===== src/rtl/softmax_rowstat_engine.sv =====
// softmax_rowstat_engine
//   Reduces an M-row x S-token score stream to one statistic per row.
//   LANES tokens arrive per beat. Three modes: INDEX (row+token checksum
//   computed internally with no input consumed), SUM (row sum of scores)
//   and MAX (signed row max). Each row result is offered on a valid/ready
//   port, and the accepted results are accumulated into a job checksum.
// Ports
//   clk, rst                 clock, asynchronous active-high reset
//   start/mode/m_rows/s_tokens  job launch, sampled in IDLE only
//   in_valid/in_ready/in_data   score beats, lane k = token beat*LANES+k
//   row_valid/row_ready/row_idx/row_result  per-row result handshake
//   busy/done/err/checksum_out  job status and final checksum
module softmax_rowstat_engine #(
   parameter int DATA_W = 16,
   parameter int LANES  = 4,
   parameter int DIM_W  = 16,
   parameter int ACC_W  = 64
) (
   input  logic                    clk,
   input  logic                    rst,
   input  logic                    start,
   input  logic [1:0]              mode,
   input  logic [DIM_W-1:0]        m_rows,
   input  logic [DIM_W-1:0]        s_tokens,
   input  logic                    in_valid,
   output logic                    in_ready,
   input  logic [LANES*DATA_W-1:0] in_data,
   output logic                    row_valid,
   input  logic                    row_ready,
   output logic [DIM_W-1:0]        row_idx,
   output logic [ACC_W-1:0]        row_result,
   output logic                    busy,
   output logic                    done,
   output logic                    err,
   output logic [ACC_W-1:0]        checksum_out
);

   localparam logic [1:0] M_INDEX = 2'd0;
   localparam logic [1:0] M_SUM   = 2'd1;
   localparam logic [1:0] M_MAX   = 2'd2;
   // Token base width leaves headroom so base+LANES never wraps past s_tokens.
   localparam int TW = DIM_W + $clog2(LANES) + 2;

   typedef enum logic [1:0] {IDLE, RUN, ROW_OUT, DONE} state_t;

   state_t             state;
   logic [1:0]         mode_r;
   logic [DIM_W-1:0]   m_r;
   logic [DIM_W-1:0]   s_r;
   logic [DIM_W:0]     row;
   logic [TW-1:0]      tok;
   logic [ACC_W-1:0]   acc;
   logic [ACC_W-1:0]   acc_nxt;
   logic [ACC_W-1:0]   checksum;
   logic [LANES-1:0][ACC_W-1:0] lane_ext;
   logic               beat_go;
   logic               last_beat;
   logic               last_row;

   assign checksum_out = checksum;

   function automatic logic [ACC_W-1:0] acc_init(input logic [1:0] md);
      // MAX starts at the most negative DATA_W value, sign-extended.
      if (md == M_MAX)
         acc_init = {{(ACC_W-DATA_W+1){1'b1}}, {(DATA_W-1){1'b0}}};
      else
         acc_init = '0;
   endfunction

   for (genvar k = 0; k < LANES; k++) begin : g_lane
      assign lane_ext[k] = {{(ACC_W-DATA_W){in_data[k*DATA_W+DATA_W-1]}},
                            in_data[k*DATA_W +: DATA_W]};
   end

   // INDEX advances one internal beat per cycle; SUM/MAX need a handshake.
   assign beat_go   = (state == RUN) && ((mode_r == M_INDEX) || (in_valid && in_ready));
   assign last_beat = (tok + TW'(LANES)) >= TW'(s_r);
   assign last_row  = (row + 1'b1) >= {1'b0, m_r};

   always_comb begin
      acc_nxt = acc;
      for (int k = 0; k < LANES; k++) begin
         // Lanes past the end of the row in the final beat are padding.
         if ((tok + TW'(k)) < TW'(s_r)) begin
            case (mode_r)
               M_INDEX: acc_nxt = acc_nxt + ACC_W'(row) + ACC_W'(tok + TW'(k));
               M_SUM:   acc_nxt = acc_nxt + lane_ext[k];
               M_MAX:   if ($signed(lane_ext[k]) > $signed(acc_nxt)) acc_nxt = lane_ext[k];
               default: acc_nxt = acc_nxt;
            endcase
         end
      end
   end

   always_ff @(posedge clk or posedge rst) begin
      if (rst) begin
         state      <= IDLE;
         mode_r     <= '0;
         m_r        <= '0;
         s_r        <= '0;
         row        <= '0;
         tok        <= '0;
         acc        <= '0;
         checksum   <= '0;
         in_ready   <= 1'b0;
         row_valid  <= 1'b0;
         row_idx    <= '0;
         row_result <= '0;
         busy       <= 1'b0;
         done       <= 1'b0;
         err        <= 1'b0;
      end else begin
         done <= 1'b0;
         err  <= 1'b0;
         case (state)
            IDLE: begin
               if (start) begin
                  checksum <= '0;
                  mode_r   <= mode;
                  m_r      <= m_rows;
                  s_r      <= s_tokens;
                  row      <= '0;
                  tok      <= '0;
                  if (mode == 2'd3 || m_rows == '0 || s_tokens == '0) begin
                     state <= DONE;
                     done  <= 1'b1;
                     err   <= 1'b1;
                  end else begin
                     state    <= RUN;
                     busy     <= 1'b1;
                     in_ready <= (mode != M_INDEX);
                     acc      <= acc_init(mode);
                  end
               end
            end
            RUN: begin
               if (beat_go) begin
                  if (last_beat) begin
                     row_result <= acc_nxt;
                     row_idx    <= row[DIM_W-1:0];
                     row_valid  <= 1'b1;
                     in_ready   <= 1'b0;
                     state      <= ROW_OUT;
                  end else begin
                     acc <= acc_nxt;
                     tok <= tok + TW'(LANES);
                  end
               end
            end
            ROW_OUT: begin
               if (row_ready) begin
                  row_valid <= 1'b0;
                  checksum  <= checksum + row_result;
                  if (last_row) begin
                     state <= DONE;
                     done  <= 1'b1;
                     busy  <= 1'b0;
                  end else begin
                     row      <= row + 1'b1;
                     tok      <= '0;
                     acc      <= acc_init(mode_r);
                     in_ready <= (mode_r != M_INDEX);
                     state    <= RUN;
                  end
               end
            end
            default: state <= IDLE;
         endcase
      end
   end

endmodule

===== config.mk =====
export PLATFORM = sky130hd
export DESIGN_NAME = softmax_rowstat_engine
export DESIGN_NICKNAME = d
export VERILOG_FILES = /design/src/rtl/softmax_rowstat_engine.sv
export SDC_FILE = /design/constraint.sdc
export NUM_CORES = 2
export LEC_CHECK = 0
export BUFFER_PORTS_ARGS = -buffer_cell sky130_fd_sc_hd__buf_2
export CAP_MARGIN = 20
export CORE_MARGIN = 3
export CORE_UTILIZATION = 30
export CTS_BUF_LIST = sky130_fd_sc_hd__clkbuf_4
export CTS_CLUSTER_SIZE = 24
export DETAILED_ROUTE_END_ITERATION = 12
export HOLD_SLACK_MARGIN = 0.05
export SKIP_CTS_REPAIR_TIMING = 1
export SLEW_MARGIN = 20
export SYNTH_ARGS = -nofsm -noshare
export SYNTH_HDL_FRONTEND = slang
export SYNTH_SLANG_ARGS = --single-unit

===== constraint.sdc =====
create_clock -name clk -period 19.7 [get_ports clk]
set_input_delay 1.97 -clock clk [delete_from_list [all_inputs] [get_ports clk]]
set_output_delay 1.97 -clock clk [all_outputs]
set_load 0.03 [all_outputs]

Yosys cells after proc, flatten, opt, wreduce, memory -nomap -nowiden --
Index checks and enable logic that the tools add are counted.
Storage, ports and cells: bits in registers 286, input port bits 103, output and inout port bits 149, word-level logic and storage cells 147
Operators by class: add/subtract/negate cells 21, order comparisons 10, eq/ne operators 14, muxes and demuxes 63, reductions and logical operators 24
Operators by type and width (number):
- $mux W64 | 18
- $pmux W64 S3 | 5
- $add A64 B64 Y64 | 5
- $add A64 B17 Y64 | 4
- $gt A16 B64 Y1 | 4
- $add A64 B21 Y64 | 3
- $pmux W64 S2 | 1
- $mux W20 | 5
- $lt A20 B16 Y1 | 4
- $add A64 B20 Y64 | 1
- $pmux W20 S3 | 1
- $mux W17 | 3
- $add A20 B2 Y21 const B | 2
- $add A20 B2 Y20 const B | 2
- $pmux W17 S2 | 1
- $logic_not A16 Y1 | 2
- $add A20 B1 Y21 const B | 1
- $add A20 B1 Y20 const B | 1
- $add A20 B3 Y20 const B | 1
- $ge A20 B16 Y1 | 1
- $mux W1 | 18
- $add A17 B1 Y17 const B | 1
- $ge A17 B16 Y1 | 1
- $ne A2 B2 Y1 const B | 8
- other kinds (17) | 39

Longest topological paths before layout --
depth after elaboration 19, depth in mapped cells 82, gate-level depth less buffers 78

Least setup slack after synthesis --
No wires, ideal clock.
path kind input -> register, from input in_data[15], to register acc[63], setup time 0.086 ns, data arrival time 18.307 ns, data required time 19.614 ns, setup slack 1.307 ns, cell stages on the path 76, buffers on the path 7, path through ha_1 clkbuf_1 nand2_1 or3_1 or3_1 nor3_2 or3_1 o211ai_2 nand2_1 clkbuf_1 buf_1 nand2_1 o21ai_0 inv_1 fa_1 inv_1 ha_1 a21oi_1 [40 not listed] o21a_1 o21ai_0 a21oi_1 o211ai_1 nand4_1 a31o_2 a21o_1 nand2_1 a21o_1 or3_1 clkbuf_1 or4b_2 nor3_1 nand4_1 nor4_4 nand4_2 mux2_1 o221ai_2
Between the ends: longest elaborated chain between the ends 19, elaborated cells on any way between the ends 29, those cells by class add/sub (10); order compare (4); mux (15)
Ends and longest elaborated chain:
- start, declared | RTL line 27 | input logic [LANES*DATA_W-1:0] in_data,
- $gt A16 B64 Y1 | RTL line 88 | M_MAX: if ($signed(lane_ext[k]) > $signed(acc_nxt)) acc_nxt = lane_ext[k];
- $mux W64 | RTL line 88
- $pmux W64 S3 (*) | RTL line 85 | case (mode_r)
- $mux W64 (*) | RTL line 84 | if ((tok + TW'(k)) < TW'(s_r)) begin
- $add A64 B17 Y64 or $gt A16 B64 Y1 (tied branches) | RTL line 86, 88
- $add A64 B21 Y64 or $mux W64 (tied branches) | RTL line 86, 88
- $pmux W64 S3 | RTL line 85
- $mux W64 (*) | RTL line 84
- [3 not listed]
- $mux W64 (*) | RTL line 84
- $add A64 B17 Y64 or $gt A16 B64 Y1 (tied branches) | RTL line 86, 88
- $add A64 B21 Y64 or $mux W64 (tied branches) | RTL line 86, 88
- $pmux W64 S3 | RTL line 85
- $mux W64 (*) | RTL line 84
- $mux W64 (*) | RTL line 138 | if (last_beat) begin
- $mux W64 (*) | RTL line 137 | if (beat_go) begin
- $pmux W64 S3 (*) | RTL line 115 | case (state)
- end signal, assigned | RTL line 132 | acc <= acc_init(mode);
- end signal, assigned | RTL line 145 | acc <= acc_nxt;
- end signal, assigned | RTL line 161 | acc <= acc_init(mode_r);
- end, declared | RTL line 52 | logic [ACC_W-1:0] acc;
Every way passes the cells marked *; elsewhere a longest branch is shown, timed or not. The select of a mux whose other input is x is not followed. A chain may end at the register's enable or synchronous reset.

Worst setup path in the final report --
Ends and elaborated chain as after synthesis.

==> results.txt <==
status -> finished, final reports clean
# clock sinks -> 284
fin util -> 35.2%
register area share after synthesis -> 13.2%
Post-synth EDFFs -> 0
Worst slew margin -> 20.7%
Critical Path Max Stage Delay -> 0.76 ns
Die X -> 430 um
Final Hold Vio Count -> 0
final slew viol count -> 0
maximum number of pins on one net before global-route repair -> 154
synth top area cells -> ha_1 18%, dfrtp_1 13%, a21oi_1 6.5%
CP Capture Point -> acc[63]
Rows -> 155
# DRC -> 0
routed vias -> 60900
root buf cell -> clkbuf_4
Initial Util -> 30.2%
Num CTS Buffers -> 79
Post-DP Area -> 0.0617 mm^2
async set-or-reset flop fraction in the synthesized netlist -> 100%
largest family of logic cells by synthesized area -> compound AO/OA/AOI/OAI gates
Slew @ Worst Pin -> 1.18 ns
mux cell area share after synthesis -> 1.93%
crit end category -> register
critical path class -> input pin to register
Routed WL per cell -> 24.4 um
Placer Congestion -> 1.01
Yosys reg bits -> 284
Yosys warnings -> 0
CTS clk-pin slew, worst paths -> 0.07 ns
cell accounting for the most synthesized area -> ha_1
cell area after layout -> 0.0629 mm^2
Detailed Routing Iterations Pass 1 -> 6
Achievable Freq -> 52.9 MHz
most used cell, CP -> buf_4
total of max-cap violations -> 0
grt total ovfl -> 0
Reg2Reg Setup Slack -> 1.22 ns
Period minus WS final -> 18.90 ns
die area -> 0.185 mm^2
Avg Synthesized Cell Area -> 7.29 um^2
Cell variety after synth -> 110
Syn-to-layout area delta -> 16.5%
share of the synthesized area in the top cell type -> 17.8%
Die H -> 430 um
R2R depth -> 82
Synth Area in Compound Gates -> 31.0%
DRT Wirelength -> 254000 um
vias in the first global route -> 58100
dpl hpwl -> 208000 um
crit path from -> in_data[15]
Final nets -> 8939
worst min path class -> register to register
clk_lat worst skew -> 0.97 ns
initial antenna violation count -> 10
first-pass GRT wire length -> 373000 um
I/O pin count -> 252
H-tree levels -> 3
type of origin of the critical path -> input pin
reg2reg end -> acc[63]
# setup viols final -> 0
Core Area -> 0.179 mm^2
Port Buffers -> 251
fin crit share -> 96.0%
vias per cell -> 5.85
Req. time, crit path -> 20.54 ns
arrival time worst endpoint -> 19.75 ns
layout cells sized above 1 -> 15.2%
Cell Area, Synth -> 0.0540 mm^2
r2r startpoint -> row[2]
CTS max path bufs -> 3
post-synthesis xor/xnor area fraction -> 5.57%
primary flip-flop cell chosen by synthesis mapping -> dfrtp_1
DRT antenna net count -> 0
gr usage total -> 26.3%
Synth Area in Simple Gates -> 21.0%
Post-Syn Instances -> 7398
post-synthesis adder-cell area fraction -> 20.4%
slowest CP cell -> or4b_2
Mapped Nets -> 8340
CTS tree -> done
critical path peak fanout -> 15
skew final -> 0.0914 ns
initial DRC count -> 5769
Sum Neg Setup Slack -> 0 ns
## metrics by stage
| step | std cells | hold WS, ns | setup slack, ns |
|---|---|---|---|
| after detailed placement | 10300 | 0.471 | -0.798 |
| after global routing | 10400 | 0.511 | -0.0179 |
| after CTS | 10400 | 0.491 | 0.0718 |
| after global placement | 10300 | 0.465 | -0.882 |
| final | 10400 | 0.488 | 0.797 |
| after floorplan | 7398 | 0.479 | 1.31 |
## cell usage after synthesis, types with 34 or more instances
| cell | count |
|---|---|
| inv_1 | 598 |
| nand2_1 | 556 |
| a221oi_1 | 49 |
| o221ai_1 | 34 |
| xnor2_1 | 249 |
| a21oi_1 | 696 |
| nor2_1 | 594 |
| mux2i_1 | 41 |
| nand3_1 | 210 |
| buf_1 | 40 |
| a22oi_1 | 50 |
| o211ai_1 | 58 |
| a21o_1 | 174 |
| a211o_1 | 40 |
| nand4_1 | 118 |
| o21bai_1 | 85 |
| or3_1 | 68 |
| o21a_1 | 82 |
| nor3_1 | 176 |
| a22o_1 | 66 |
| or4_1 | 36 |
| mux2_2 | 54 |
| xor2_1 | 94 |
| fa_1 | 70 |
| a31oi_1 | 87 |
| o31ai_1 | 68 |
| and3_1 | 62 |
| o21ai_0 | 590 |
| nand2b_1 | 78 |
| a211oi_1 | 74 |
| dfrtp_1 | 284 |
| o22ai_1 | 48 |
| ha_1 | 769 |
| nor2b_1 | 85 |
| and2_1 | 50 |
| or2_2 | 47 |
| nor4_1 | 110 |
| clkbuf_1 | 325 |
## worst max-delay path, delay by kind of cell
family                   cells  cell delay, ns
buffers and inverters       12            2.06
AND/OR/NAND/NOR             27            6.32
AO/OA/AOI/OAI               30            6.57
multiplexers                 1            0.36
adder cells (fa/ha/maj)      7            2.42
## cell usage in the layout, fill, tap and decap left out, drive strengths merged, types with 25 or more instances in the layout
cell type  synthesis  final
nand2            557    557
a2111oi           34     34
o21ai            602    602
o21bai            85     85
or3               69     69
nor2             594    594
ha               769    769
fa                70     70
o221ai            35     35
o31ai             68     68
nor4             117    117
mux2i             41     41
a21oi            697    697
a22o              66     66
a211oi            76     76
and3              62     62
a221oi            49     49
a31oi             87     87
nand3            212    212
o21a              82     82
or2               49     49
xnor2            249    249
clkbuf           325    106
dfrtp            284    284
o41ai             25     25
o22ai             48     48
a21o             174    174
a22oi             50     50
and2              50     50
nand2b            78     78
nor3             177    177
mux2              56     56
o211ai            60     60
nor2b             85     85
or4               37     37
xor2              94     94
nand4            121    121
inv              600    603
buf               52    895
a211o             40     40
## logic make-up (layout without fill, tap and decap cells)
| group | after synthesis | count (layout) |
|---|---|---|
| simple gates | 2291 | 2291 |
| other cells | 1 | 9 |
| xor+xnor | 343 | 343 |
| flops | 284 | 284 |
| compound gates | 2565 | 2565 |
| buf+inv | 978 | 1631 |
| fa+ha+maj | 839 | 839 |
| mux | 97 | 97 |
## worst min path at each step
stage	to	slack (ns)	from	cells after the start
floorplan	m_r[15]	0.48	m_r[15]	1
global placement	row_idx[10]	0.47	row_idx[10]	2
detailed placement	row_idx[4]	0.47	row_idx[4]	2
CTS	row_idx[8]	0.49	row_idx[8]	2
global route	row_idx[8]	0.51	row_idx[8]	2
finish	row_idx[15]	0.49	row_idx[15]	2
## metal layers
metal	GRT usage, %	share of wire (%)	routed length, um	vias to the layer above
met5	0	0.0051	13	-
met4	17.3	7.8	19800	2
met3	2.84	6.5	16400	609
met2	42.6	45	114000	2591
met1	33.0	41	104000	29200
li1	-	-	-	28500
## sequential cells by signal (all words and copies together), names as in the netlist, 2 cells and up
name / cells
row_result: 64
state: 2
mode_r: 2
acc: 64
row_idx: 16
row: 17
m_r: 16
s_r: 16
tok: 18
checksum_out: 64
## area by class of cell
class	count	area [um^2]
sequential	284	7110
inverter	601	2260
clock inverter	29	188
clock buffer	106	796
multi-input combinational	6136	43400
antenna	8	20.0
fill	19100	116000
tap	2355	2950
timing repair buffer	895	6160
Power is not shown: default switching activity piles up to over one toggle a cycle in this logic, so the estimate is an artifact.
